===== src/rtl/mips_ctrl_pkg.sv =====
// mips_ctrl_pkg
// Shared definitions for the multicycle MIPS control path: opcode constants,
// ALUOp encodings (also imported by the ALU control decoder), the main
// control state encoding and the bundle of datapath control signals.
package mips_ctrl_pkg;

  // Instruction bits [31:26]
  localparam logic [5:0] OP_RTYPE = 6'b000000;
  localparam logic [5:0] OP_LW    = 6'b100011;
  localparam logic [5:0] OP_SW    = 6'b101011;
  localparam logic [5:0] OP_BEQ   = 6'b000100;
  localparam logic [5:0] OP_J     = 6'b000010;
  localparam logic [5:0] OP_ADDI  = 6'b001000;

  // ALUOp encodings seen by the ALU control decoder
  localparam logic [1:0] ALUOP_ADD   = 2'b00;
  localparam logic [1:0] ALUOP_SUB   = 2'b01;
  localparam logic [1:0] ALUOP_FUNCT = 2'b10;

  // State codes are visible on the debug display, so the values are fixed.
  typedef enum logic [3:0] {
    ST_IDLE   = 4'd0,
    ST_FETCH  = 4'd1,
    ST_DECODE = 4'd2,
    ST_MEMADR = 4'd3,
    ST_MEMRD  = 4'd4,
    ST_MEMWB  = 4'd5,
    ST_MEMWR  = 4'd6,
    ST_EXEC   = 4'd7,
    ST_RTCOMP = 4'd8,
    ST_BEQ    = 4'd9,
    ST_JUMP   = 4'd10,
    ST_ADDIEX = 4'd11,
    ST_ADDIWB = 4'd12
  } state_e;

  // Unqualified control values for one state. Strobes in here are not yet
  // gated by the step enable; retire marks the last state of an instruction.
  typedef struct packed {
    logic       pcWrite;
    logic       pcWriteCond;
    logic       iorD;
    logic       memRead;
    logic       memWrite;
    logic       memtoReg;
    logic       irWrite;
    logic [1:0] pcSource;
    logic [1:0] aluOp;
    logic       aluSrcA;
    logic [1:0] aluSrcB;
    logic       regWrite;
    logic       regDst;
    logic       retire;
  } ctrl_t;

endpackage


===== src/rtl/mcc_output_decode.sv =====
// mcc_output_decode
// Purely combinational state-to-control table for the multicycle main control.
// Ports:
//   state_i : current state of the main control FSM
//   ctrl_o  : control values for that state (write strobes not yet step-gated)
module mcc_output_decode
  import mips_ctrl_pkg::*;
(
  input  state_e state_i,
  output ctrl_t  ctrl_o
);

  always_comb begin
    ctrl_o = '0;
    unique case (state_i)
      ST_FETCH: begin
        ctrl_o.memRead  = 1'b1;
        ctrl_o.irWrite  = 1'b1;
        ctrl_o.aluSrcB  = 2'b01;
        ctrl_o.aluOp    = ALUOP_ADD;
        ctrl_o.pcWrite  = 1'b1;
        ctrl_o.pcSource = 2'b00;
      end
      ST_DECODE: begin
        ctrl_o.aluSrcB = 2'b11;
        ctrl_o.aluOp   = ALUOP_ADD;
      end
      ST_MEMADR, ST_ADDIEX: begin
        ctrl_o.aluSrcA = 1'b1;
        ctrl_o.aluSrcB = 2'b10;
        ctrl_o.aluOp   = ALUOP_ADD;
      end
      ST_MEMRD: begin
        ctrl_o.memRead = 1'b1;
        ctrl_o.iorD    = 1'b1;
      end
      ST_MEMWB: begin
        ctrl_o.regWrite = 1'b1;
        ctrl_o.memtoReg = 1'b1;
        ctrl_o.regDst   = 1'b0;
        ctrl_o.retire   = 1'b1;
      end
      ST_MEMWR: begin
        ctrl_o.memWrite = 1'b1;
        ctrl_o.iorD     = 1'b1;
        ctrl_o.retire   = 1'b1;
      end
      ST_EXEC: begin
        ctrl_o.aluSrcA = 1'b1;
        ctrl_o.aluSrcB = 2'b00;
        ctrl_o.aluOp   = ALUOP_FUNCT;
      end
      ST_RTCOMP: begin
        ctrl_o.regWrite = 1'b1;
        ctrl_o.regDst   = 1'b1;
        ctrl_o.retire   = 1'b1;
      end
      ST_BEQ: begin
        ctrl_o.aluSrcA     = 1'b1;
        ctrl_o.aluOp       = ALUOP_SUB;
        ctrl_o.pcWriteCond = 1'b1;
        ctrl_o.pcSource    = 2'b01;
        ctrl_o.retire      = 1'b1;
      end
      ST_JUMP: begin
        ctrl_o.pcWrite  = 1'b1;
        ctrl_o.pcSource = 2'b10;
        ctrl_o.retire   = 1'b1;
      end
      ST_ADDIWB: begin
        ctrl_o.regWrite = 1'b1;
        ctrl_o.regDst   = 1'b0;
        ctrl_o.retire   = 1'b1;
      end
      default: ctrl_o = '0;
    endcase
  end

endmodule


===== src/rtl/multicycle_main_control.sv =====
// multicycle_main_control
// Moore main control FSM for the multicycle MIPS datapath. Steps through
// fetch/decode/execute/memory/writeback one state per enabled cycle so a
// push-button on i_step can single-step the processor.
// Parameters:
//   SUPPORT_J, SUPPORT_ADDI : when 0 the matching opcode is decoded as illegal
// Ports:
//   i_clk, i_rst_n          : clock (rising edge), async active-low reset
//   i_step                  : advance enable
//   i_Opcode                : instruction bits [31:26]
//   o_PCWrite..o_RegDst     : datapath controls (write strobes gated by i_step)
//   o_state                 : current state code for the debug display
//   o_instr_done            : pulse on the enabled cycle an instruction retires
//   o_illegal               : sticky illegal-opcode flag, cleared only by reset
module multicycle_main_control
  import mips_ctrl_pkg::*;
#(
  parameter bit SUPPORT_J    = 1'b1,
  parameter bit SUPPORT_ADDI = 1'b1
) (
  input  logic       i_clk,
  input  logic       i_rst_n,
  input  logic       i_step,
  input  logic [5:0] i_Opcode,
  output logic       o_PCWrite,
  output logic       o_PCWriteCond,
  output logic       o_IorD,
  output logic       o_MemRead,
  output logic       o_MemWrite,
  output logic       o_MemtoReg,
  output logic       o_IRWrite,
  output logic [1:0] o_PCSource,
  output logic [1:0] o_ALUOp,
  output logic       o_ALUSrcA,
  output logic [1:0] o_ALUSrcB,
  output logic       o_RegWrite,
  output logic       o_RegDst,
  output logic [3:0] o_state,
  output logic       o_instr_done,
  output logic       o_illegal
);

  state_e state_q, state_d;
  logic   illegal_q, illegal_d;
  ctrl_t  ctrl;

  // Opcode is only looked at in DECODE and MEMADR; elsewhere the sequence is
  // fixed. Codes 13-15 cannot be reached but recover to FETCH if they are.
  always_comb begin
    state_d   = state_q;
    illegal_d = illegal_q;
    if (i_step) begin
      unique case (state_q)
        ST_IDLE:   state_d = ST_FETCH;
        ST_FETCH:  state_d = ST_DECODE;
        ST_DECODE: begin
          if (i_Opcode == OP_LW || i_Opcode == OP_SW) begin
            state_d = ST_MEMADR;
          end else if (i_Opcode == OP_RTYPE) begin
            state_d = ST_EXEC;
          end else if (i_Opcode == OP_BEQ) begin
            state_d = ST_BEQ;
          end else if (SUPPORT_J && i_Opcode == OP_J) begin
            state_d = ST_JUMP;
          end else if (SUPPORT_ADDI && i_Opcode == OP_ADDI) begin
            state_d = ST_ADDIEX;
          end else begin
            state_d   = ST_FETCH;
            illegal_d = 1'b1;
          end
        end
        ST_MEMADR: state_d = (i_Opcode == OP_SW) ? ST_MEMWR : ST_MEMRD;
        ST_MEMRD:  state_d = ST_MEMWB;
        ST_EXEC:   state_d = ST_RTCOMP;
        ST_ADDIEX: state_d = ST_ADDIWB;
        ST_MEMWB, ST_MEMWR, ST_RTCOMP, ST_BEQ, ST_JUMP, ST_ADDIWB:
                   state_d = ST_FETCH;
        default:   state_d = ST_FETCH;
      endcase
    end
  end

  always_ff @(posedge i_clk or negedge i_rst_n) begin
    if (!i_rst_n) begin
      state_q   <= ST_IDLE;
      illegal_q <= 1'b0;
    end else begin
      state_q   <= state_d;
      illegal_q <= illegal_d;
    end
  end

  mcc_output_decode u_decode (
    .state_i (state_q),
    .ctrl_o  (ctrl)
  );

  // Strobes are qualified by i_step so a stalled cycle changes no
  // architectural state, while mux selects and MemRead keep following state.
  assign o_PCWrite     = ctrl.pcWrite & i_step;
  assign o_PCWriteCond = ctrl.pcWriteCond & i_step;
  assign o_IRWrite     = ctrl.irWrite & i_step;
  assign o_MemWrite    = ctrl.memWrite & i_step;
  assign o_RegWrite    = ctrl.regWrite & i_step;
  assign o_IorD        = ctrl.iorD;
  assign o_MemRead     = ctrl.memRead;
  assign o_MemtoReg    = ctrl.memtoReg;
  assign o_PCSource    = ctrl.pcSource;
  assign o_ALUOp       = ctrl.aluOp;
  assign o_ALUSrcA     = ctrl.aluSrcA;
  assign o_ALUSrcB     = ctrl.aluSrcB;
  assign o_RegDst      = ctrl.regDst;
  assign o_state       = state_q;
  assign o_instr_done  = ctrl.retire & i_step;
  assign o_illegal     = illegal_q;

endmodule


===== config.mk =====
export PLATFORM = sky130hd
export DESIGN_NAME = multicycle_main_control
export DESIGN_NICKNAME = d
export VERILOG_FILES = /design/src/rtl/mips_ctrl_pkg.sv /design/src/rtl/mcc_output_decode.sv /design/src/rtl/multicycle_main_control.sv
export SDC_FILE = /design/constraint.sdc
export NUM_CORES = 1
export LEC_CHECK = 0
export CELL_PAD_IN_SITES_DETAIL_PLACEMENT = 1
export CELL_PAD_IN_SITES_GLOBAL_PLACEMENT = 2
export CORE_ASPECT_RATIO = 0.7
export CORE_MARGIN = 4
export CORE_UTILIZATION = 21
export DETAILED_ROUTE_END_ITERATION = 10
export PLACE_DENSITY_LB_ADDON = 0.3
export SYNTH_ARGS = -nofsm -noshare
export SYNTH_HDL_FRONTEND = slang
export SYNTH_SLANG_ARGS = --single-unit
export TNS_END_PERCENT = 20

===== constraint.sdc =====
create_clock -name i_clk -period 2.4 [get_ports i_clk]
set_clock_uncertainty 0.1 [all_clocks]
set_input_delay 0.48 -clock i_clk [delete_from_list [all_inputs] [get_ports i_clk]]
set_output_delay 0.48 -clock i_clk [all_outputs]
set_load 0.01 [all_outputs]

==> flow_summary.ini, run 1 <==
[run_status]
status = finished, final reports clean

[synthesis]
synth-seq-area-share_pct = 21.0
synth_fa_ha_area_share_pct = 0
avgSynthCellArea_um2 = 7.18
syn_nets = 92
synthTopCellsByArea = sky130_fd_sc_hd__dfrtp_1, sky130_fd_sc_hd__nor2_1, sky130_fd_sc_hd__a21oi_1, sky130_fd_sc_hd__and3_1, sky130_fd_sc_hd__buf_4
synthXorXnorAreaFrac_pct = 2.94
netlist-cell-type-count = 36
synth.cell_area_um2 = 596
synth.mux.area_fraction_pct = 0
combinational_family_with_the_most_area_after_synthesis = simple AND/OR/NAND/NOR gates
yosys.area_share.simple_pct = 34.9
synth-seq-cells = 5
post_synth_inst_count = 83
synth_compound_area_share_pct = 32.8
yosysWarningCount = 0
synth_top_cell_by_area = sky130_fd_sc_hd__dfrtp_1
synth_top_cell_area_share_pct = 21.0

[floorplanning]
dieArea_um2 = 3770
starting_density_pct = 23.0
placementRows = 15
die_span_in_y_um = 52.6
design.core.area_um2 = 2590
dieWidth_um = 71.7
top_level_ports = 31

[clock_tree]
ctsLongestPathBuffers = 2
numCtsBuffers = 3
ctsHtreeMaxLevel = 1
cts_num_sinks = 5
clock_tree_from_tritoncts = built
cts_hold_buffers = 0
clk-insertion-delay-late_ns = 0.21
cts.clk_slew.worst_paths_ns = 0.03
cts.root.buffer_cell = sky130_fd_sc_hd__clkbuf_8

[place]
gp_routability_congestion = 0.724
dp_cells = 151
portBuffers = 30
hpwl_um = 1720
dp_worst_setup_slack_ns = -0.168

[global_routing]
global_route.usage.total_pct = 11.2
grt-ovfl-total = 0
grt_antenna_before_repair = 0
grt_pass1_vias = 746
grt_max_degree = 17
grt_pass1_wl_um = 3430

[drt]
routed_len_inst_um = 13.4
detail_route.wirelength_um = 2080
detailroute.via_count = 754
postRouteAntennaNets = 0
drt_first_iter_violations = 13
detailedRoute.firstPassIterationCount = 4
detail_route.drc_violations = 0
drt-vias-per-instance = 4.86

[timing]
rsz0062_at_grt = no
finalWorstPathRequiredPeriod_ns = 2.31
timing.max_slew.rel_slack_pct = 79.4
final-max-slew-violation-count = 0
finalWorstSetupSlack_ns = 0.0949
timing.final.crit_share_pct = 96.0
max_slew.worst_pin.slew_ns = 0.307
fmaxAchievable_mhz = 434
timing_hold_violations_final = 0
finalSetupViolCount = 0

[critical_path]
timing.critical_path.max_delay_family = buffers and inverters
critical-path-slowest-cell = sky130_fd_sc_hd__clkdlybuf4s50_1
r2r_start = o_state[2]
start_kind = register
rrSetupSlack_ns = 0.89
critical_path.reg2reg.endpoint = o_state[1]
kind_of_end_point_of_the_critical_path = primary output
crit_path_cell_trace = nand2b_1 -> buf_4 -> nor2_1 -> clkdlybuf4s50_1
worst-endpoint-arrival_ns = 1.73
setup.worst_path.class = register to primary output
critPathRequiredTime_ns = 1.82
cpPeakStageDelay_ns = 0.55
reg2regPathDepth = 5
crit_path_max_fanout = 14
cp_num_buf_inv = 2

[layout]
final_common_cell = sky130_fd_sc_hd__clkdlybuf4s50_1
nNetsFinal = 131
filler_cell_count = 329
area.growth.synth_to_final_pct = 72.5
final_cell_mix = sky130_fd_sc_hd__clkdlybuf4s50_1, sky130_fd_sc_hd__nor2_1, sky130_fd_sc_hd__buf_4, sky130_fd_sc_hd__a21oi_1
final_core_utilization_pct = 39.7
antenna-diode-count = 0
layout-drive-gt1-share_pct = 19.8
final_cells = 155

[min_path]
hold_path_class = input port to asynchronous set/reset pin

[power]
cellPowerDensity_nw_per_um2 = 1190
peakVddDrop_mv = 0.548
cellLeakagePower_nw = 0.433

[flow_run]
drv.max_cap_violation_count = 0
layout make-up:
cell class | count | area [um^2] | area share (%)
multi-input cells | 69 | 420 | 40.9
clock buffers | 4 | 45.0 | 4.38
flip-flops and latches | 5 | 130 | 12.7
inverters | 2 | 7.51 | 0.731
well taps | 34 | 42.5 | 4.14
repair buffers | 41 | 382 | 37.1
worst register-to-register path: stages (launching register included):
cell and delay (ns):
sky130_fd_sc_hd__dfrtp_2 0.49, sky130_fd_sc_hd__buf_4 0.19, sky130_fd_sc_hd__nor2_2 0.17, sky130_fd_sc_hd__and3_1 0.18, sky130_fd_sc_hd__a31oi_1 0.08, sky130_fd_sc_hd__a21oi_1 0.20
state kept, by name, summed over array words and instances, names as in the netlist:
name       cells
o_state        4
o_illegal      1
logic make-up (layout without fill, tap and decap cells):
kind of cell / count (synthesis) / count (layout)
simple gates: 39 / 39
compound gates: 28 / 28
buf+inv: 9 / 47
flops: 5 / 5
xor+xnor: 2 / 2
layer usage:
metal | GRT usage, % | routed length (um) | up-vias
met5 | 0 | 0 | -
met4 | 2.81 | 0 | 0
met3 | 1.53 | 124 | 0
met2 | 18.0 | 880 | 19
met1 | 15.8 | 1070 | 350
li1 | - | - | 385
cell usage after synthesis:
| cell type | number |
|---|---|
| sky130_fd_sc_hd__nor2b_1 | 3 |
| sky130_fd_sc_hd__nor2_1 | 11 |
| sky130_fd_sc_hd__nor3b_1 | 1 |
| sky130_fd_sc_hd__o211ai_1 | 1 |
| sky130_fd_sc_hd__a22o_1 | 1 |
| sky130_fd_sc_hd__o21ai_1 | 4 |
| sky130_fd_sc_hd__nor3_1 | 4 |
| sky130_fd_sc_hd__xor2_1 | 1 |
| sky130_fd_sc_hd__nor2_2 | 1 |
| sky130_fd_sc_hd__or2_1 | 2 |
| sky130_fd_sc_hd__inv_2 | 2 |
| sky130_fd_sc_hd__dfrtp_1 | 5 |
| sky130_fd_sc_hd__nor3_2 | 1 |
| sky130_fd_sc_hd__a31oi_1 | 2 |
| sky130_fd_sc_hd__a211oi_1 | 1 |
| sky130_fd_sc_hd__nand3_1 | 2 |
| sky130_fd_sc_hd__nand2_1 | 5 |
| sky130_fd_sc_hd__nand2b_1 | 2 |
| sky130_fd_sc_hd__o2111ai_1 | 2 |
| sky130_fd_sc_hd__buf_2 | 4 |
| sky130_fd_sc_hd__a32o_1 | 1 |
| sky130_fd_sc_hd__a211oi_2 | 1 |
| sky130_fd_sc_hd__buf_4 | 3 |
| sky130_fd_sc_hd__o21a_1 | 2 |
| sky130_fd_sc_hd__o22ai_1 | 1 |
| sky130_fd_sc_hd__o2bb2ai_1 | 2 |
| sky130_fd_sc_hd__and3_1 | 4 |
| sky130_fd_sc_hd__nand2b_2 | 1 |
| sky130_fd_sc_hd__o31ai_1 | 1 |
| sky130_fd_sc_hd__a21oi_1 | 6 |
| sky130_fd_sc_hd__nor4_1 | 1 |
| sky130_fd_sc_hd__nor4bb_1 | 1 |
| sky130_fd_sc_hd__xnor2_1 | 1 |
| sky130_fd_sc_hd__o21ai_0 | 1 |
| sky130_fd_sc_hd__a311oi_1 | 1 |
| sky130_fd_sc_hd__a31o_1 | 1 |
where the power goes:
| part | leakage, nW | internal (mW) | switching, mW |
|---|---|---|---|
| Sequential | 0.0551 | 0.127 | 0.108 |
| Clock | 0.0228 | 0.114 | 0.0362 |
| Combinational | 0.355 | 0.455 | 0.382 |
| Total | 0.433 | 0.695 | 0.526 |
per-stage QoR:
step	setup TNS [ns]	cell area (um^2)	hold slack [ns]	total power, mW
finish	0	1030	0.380	1.22
detailed placement	-0.466	978	0.375	1.10
global placement	-0.307	978	0.354	1.09
floorplan	0	596	0.0844	0.656
CTS	0	1020	0.381	1.25
global route	0	1030	0.391	1.33
repair_timing:
item | in CTS | in global routing
pin swaps | 0 | 0
endpoints found under the setup margin | 10 | 2
buffers inserted | 0 | 0
gates resized for setup | 8 | 3
worst max path at each step:
stage	from	endpoint	slack, ns	cells after the start
after global routing	o_state[1]	o_PCSource[0]	0.009	4
after global placement	i_step	o_IRWrite	-0.09	5
after CTS	i_step	o_PCWrite	0.05	4
after detailed placement	i_step	o_PCWriteCond	-0.17	5
final	o_state[1]	o_PCSource[0]	0.09	4
after floorplan	o_state[3]	o_instr_done	0.63	4
Power figures use the tool's default switching activity.
==> inputs of run 2 (changes only) <==
--- a/config.mk
+++ b/config.mk
@@ -5,11 +5,12 @@
 export SDC_FILE = /design/constraint.sdc
 export NUM_CORES = 1
 export LEC_CHECK = 0
+export ABC_AREA = 1
 export CELL_PAD_IN_SITES_DETAIL_PLACEMENT = 1
 export CELL_PAD_IN_SITES_GLOBAL_PLACEMENT = 2
 export CORE_ASPECT_RATIO = 0.7
 export CORE_MARGIN = 4
-export CORE_UTILIZATION = 21
+export CORE_UTILIZATION = 18
 export DETAILED_ROUTE_END_ITERATION = 10
 export PLACE_DENSITY_LB_ADDON = 0.3
 export SYNTH_ARGS = -nofsm -noshare
==> run 2 against run 1 <==
Clock-buffer cell count did not move. First-iteration DRC count increased to 3.8 times the previous value. Design area shrank 4.4%. Area after synthesis down 7.4%. Utilization is 5.4 points lower. Power decreased by 24%. Sequential power is 34% lower. Via count is 1.2% lower. Synthesized cell count rose by 22%. Die area rose by 7.0%. Global-route usage decreased by 0.65 points.
==> flow_summary.ini, run 2 <==
[global_routing]
grt_antenna_before_repair = 0
grt_most_used_layer = met2
grt_pass1_vias = 718
global_route.usage.met2_pct = 15.6
global_route.usage.total_pct = 10.6
grt_util_met1_pct = 14.4
globalRouteMet3Util_pct = 3.49
grt_max_degree = 9
grt-ovfl-total = 0
grt_pass1_wl_um = 3230

[drt]
detailroute.via_count = 745
detail_route.drc_violations = 0
detail_route.wirelength_um = 2010
routed_len_inst_um = 11.5
detailedRoute.firstPassIterationCount = 4
postRouteAntennaNets = 0
drt_first_iter_violations = 49
drt-vias-per-instance = 4.26

[synthesis]
synth.cell_area_um2 = 552
synth_top_cell_area_share_pct = 22.7
synth-seq-cells = 5
yosys_most_used_dff = sky130_fd_sc_hd__dfrtp_1
post_synth_inst_count = 101
yosysWarningCount = 0
synthTopCellsByArea = sky130_fd_sc_hd__dfrtp_1, sky130_fd_sc_hd__nand2_1, sky130_fd_sc_hd__nor2_1, sky130_fd_sc_hd__inv_1, sky130_fd_sc_hd__nor2_2
avgSynthCellArea_um2 = 5.46
netlist-cell-type-count = 18
synth_top_cell_by_area = sky130_fd_sc_hd__dfrtp_1
synth-seq-area-share_pct = 22.7
synth.top_cells.by_count = sky130_fd_sc_hd__nand2_1, sky130_fd_sc_hd__nor2_1, sky130_fd_sc_hd__inv_1
synth-edff-count = 0
yosysMostFrequentCell = sky130_fd_sc_hd__nand2_1
syn_nets = 110
async_flop_share_pct = 100

[floorplanning]
die_span_in_y_um = 54.3
dieWidth_um = 74.2
starting_density_pct = 19.3
dieArea_um2 = 4030
placementRows = 16
top_level_ports = 31
design.core.area_um2 = 2860

[clock_tree]
cts.clk_slew.worst_paths_ns = 0.03
cts_post_setup_buffers_inserted = 0
clock_tree_from_tritoncts = built
clk-insertion-delay-late_ns = 0.22
ctsLongestPathBuffers = 2
numCtsBuffers = 3
cts_num_sinks = 5
cts.root.buffer_cell = sky130_fd_sc_hd__clkbuf_8
ctsHtreeMaxLevel = 1

[timing]
finalWorstPathRequiredPeriod_ns = 2.31
timing.final.crit_share_pct = 96.2
fmaxAchievable_mhz = 433
timing_hold_violations_final = 0
finalSetupViolCount = 0
final-max-slew-violation-count = 0
rsz0062_at_grt = no
timing.max_slew.rel_slack_pct = 81.3
max_slew.worst_pin.slew_ns = 0.278

[critical_path]
worst-endpoint-arrival_ns = 1.73
cpMostUsedCell = sky130_fd_sc_hd__clkdlybuf4s50_1
crit_path_cell_trace = clkdlybuf4s50_1 -> inv_4 -> nor2_1 -> clkdlybuf4s50_1
critical-path-slowest-cell = sky130_fd_sc_hd__clkdlybuf4s50_1
setup.worst_path.class = input port to primary output
start_kind = input port
kind_of_end_point_of_the_critical_path = primary output
crit_path_max_fanout = 7
cpPeakStageDelay_ns = 0.54
cp_num_buf_inv = 3
timing.critical_path.max_delay_family = buffers and inverters
critPathRequiredTime_ns = 1.82

[layout]
antenna-diode-count = 0
area.growth.synth_to_final_pct = 78.0
max_reg_flops = 4
final_cell_mix = sky130_fd_sc_hd__nand2_1, sky130_fd_sc_hd__clkdlybuf4s50_1, sky130_fd_sc_hd__nor2_1, sky130_fd_sc_hd__inv_1
nNetsFinal = 149
final_core_utilization_pct = 34.3
layout-drive-gt1-share_pct = 19.4
final_common_cell = sky130_fd_sc_hd__nand2_1

[power]
cellLeakagePower_nw = 0.509
peakVddDrop_mv = 0.437
design_power_total_uw = 929
cellPowerDensity_nw_per_um2 = 946

[place]
gp_routability_congestion = 0.736
hpwl_um = 1770
portBuffers = 30

[flow_run]
drv.max_cap_violation_count = 0

[run_status]
status = finished, final reports clean

[min_path]
hold_path_class = register to register
## run 2: cell count changes after synthesis, sizes merged, moves of 3 or more
cell,previous run,this run
nor2,12,27
clkinv,0,3
inv,2,15
nor2b,3,0
and3,4,0
nand3,2,6
a21oi,6,2
nand2,5,34
nand2b,3,0
nor3,5,1
buf,7,1
## run 2: repair_timing
action,4_1_cts,5_1_grt
endpoints found under the setup margin,6,6
resized for setup,5,5
hold buffers,0,0
## run 2: through the flow
step / cells / worst slack [ns] / hold WS (ns) / instance area (um^2) / TNS (ns)
6_report: 175 / 0.0902 / 0.374 / 982 / 0
2_1_floorplan: 101 / 0.635 / 0.0844 / 552 / 0
4_1_cts: 175 / -0.0149 / 0.378 / 971 / -0.0149
3_3_place_gp: 171 / -0.136 / 0.353 / 927 / -0.553
3_5_place_dp: 171 / -0.184 / 0.365 / 927 / -0.827
5_1_grt: 175 / 0.0145 / 0.389 / 982 / 0
## run 2: worst paths after layout
check                            from    endpoint  slack [ns]  cells past startpoint
max                            i_step  o_MemWrite        0.09                      4
min                         o_illegal   o_illegal        0.37                      2
max reg2reg                o_state[1]  o_state[0]        0.96                      8
min reg2reg                 o_illegal   o_illegal        0.37                      2
max in group asynchronous     i_rst_n  o_state[0]        1.61                      1
min in group asynchronous     i_rst_n  o_state[3]        0.38                      1
## run 2: kinds of logic after synthesis
kind of cell	share of synthesized area (%)
simple gates	54.6
buf+inv	13.8
compound gates	8.84
flops	22.7
## run 2: metal layers
metal	wire [um]	up-vias
li1	-	383
met1	1000	342
met2	856	16
met3	127	4
met4	23	0
met5	0	-
## run 2: worst min-delay path, cell delays in order, from the launching register on
cell                      delay, ns
sky130_fd_sc_hd__dfrtp_1       0.33
sky130_fd_sc_hd__inv_1         0.04
sky130_fd_sc_hd__nand2_1       0.06
## run 2: area by class of cell
type	count	area, um^2
inverters	18	71.3
multi-input cells	77	355
flip-flops and latches	5	126
repair buffers	35	339
well taps	36	45.0
fillers	387	1880
clock buffers	4	45.0
## run 2: report_power, final
group	leakage, nW	total, mW	internal [mW]	switching [mW]
registers	0.0597	0.155	0.112	0.0438
logic	0.427	0.620	0.284	0.336
clock network	0.0228	0.153	0.114	0.0391
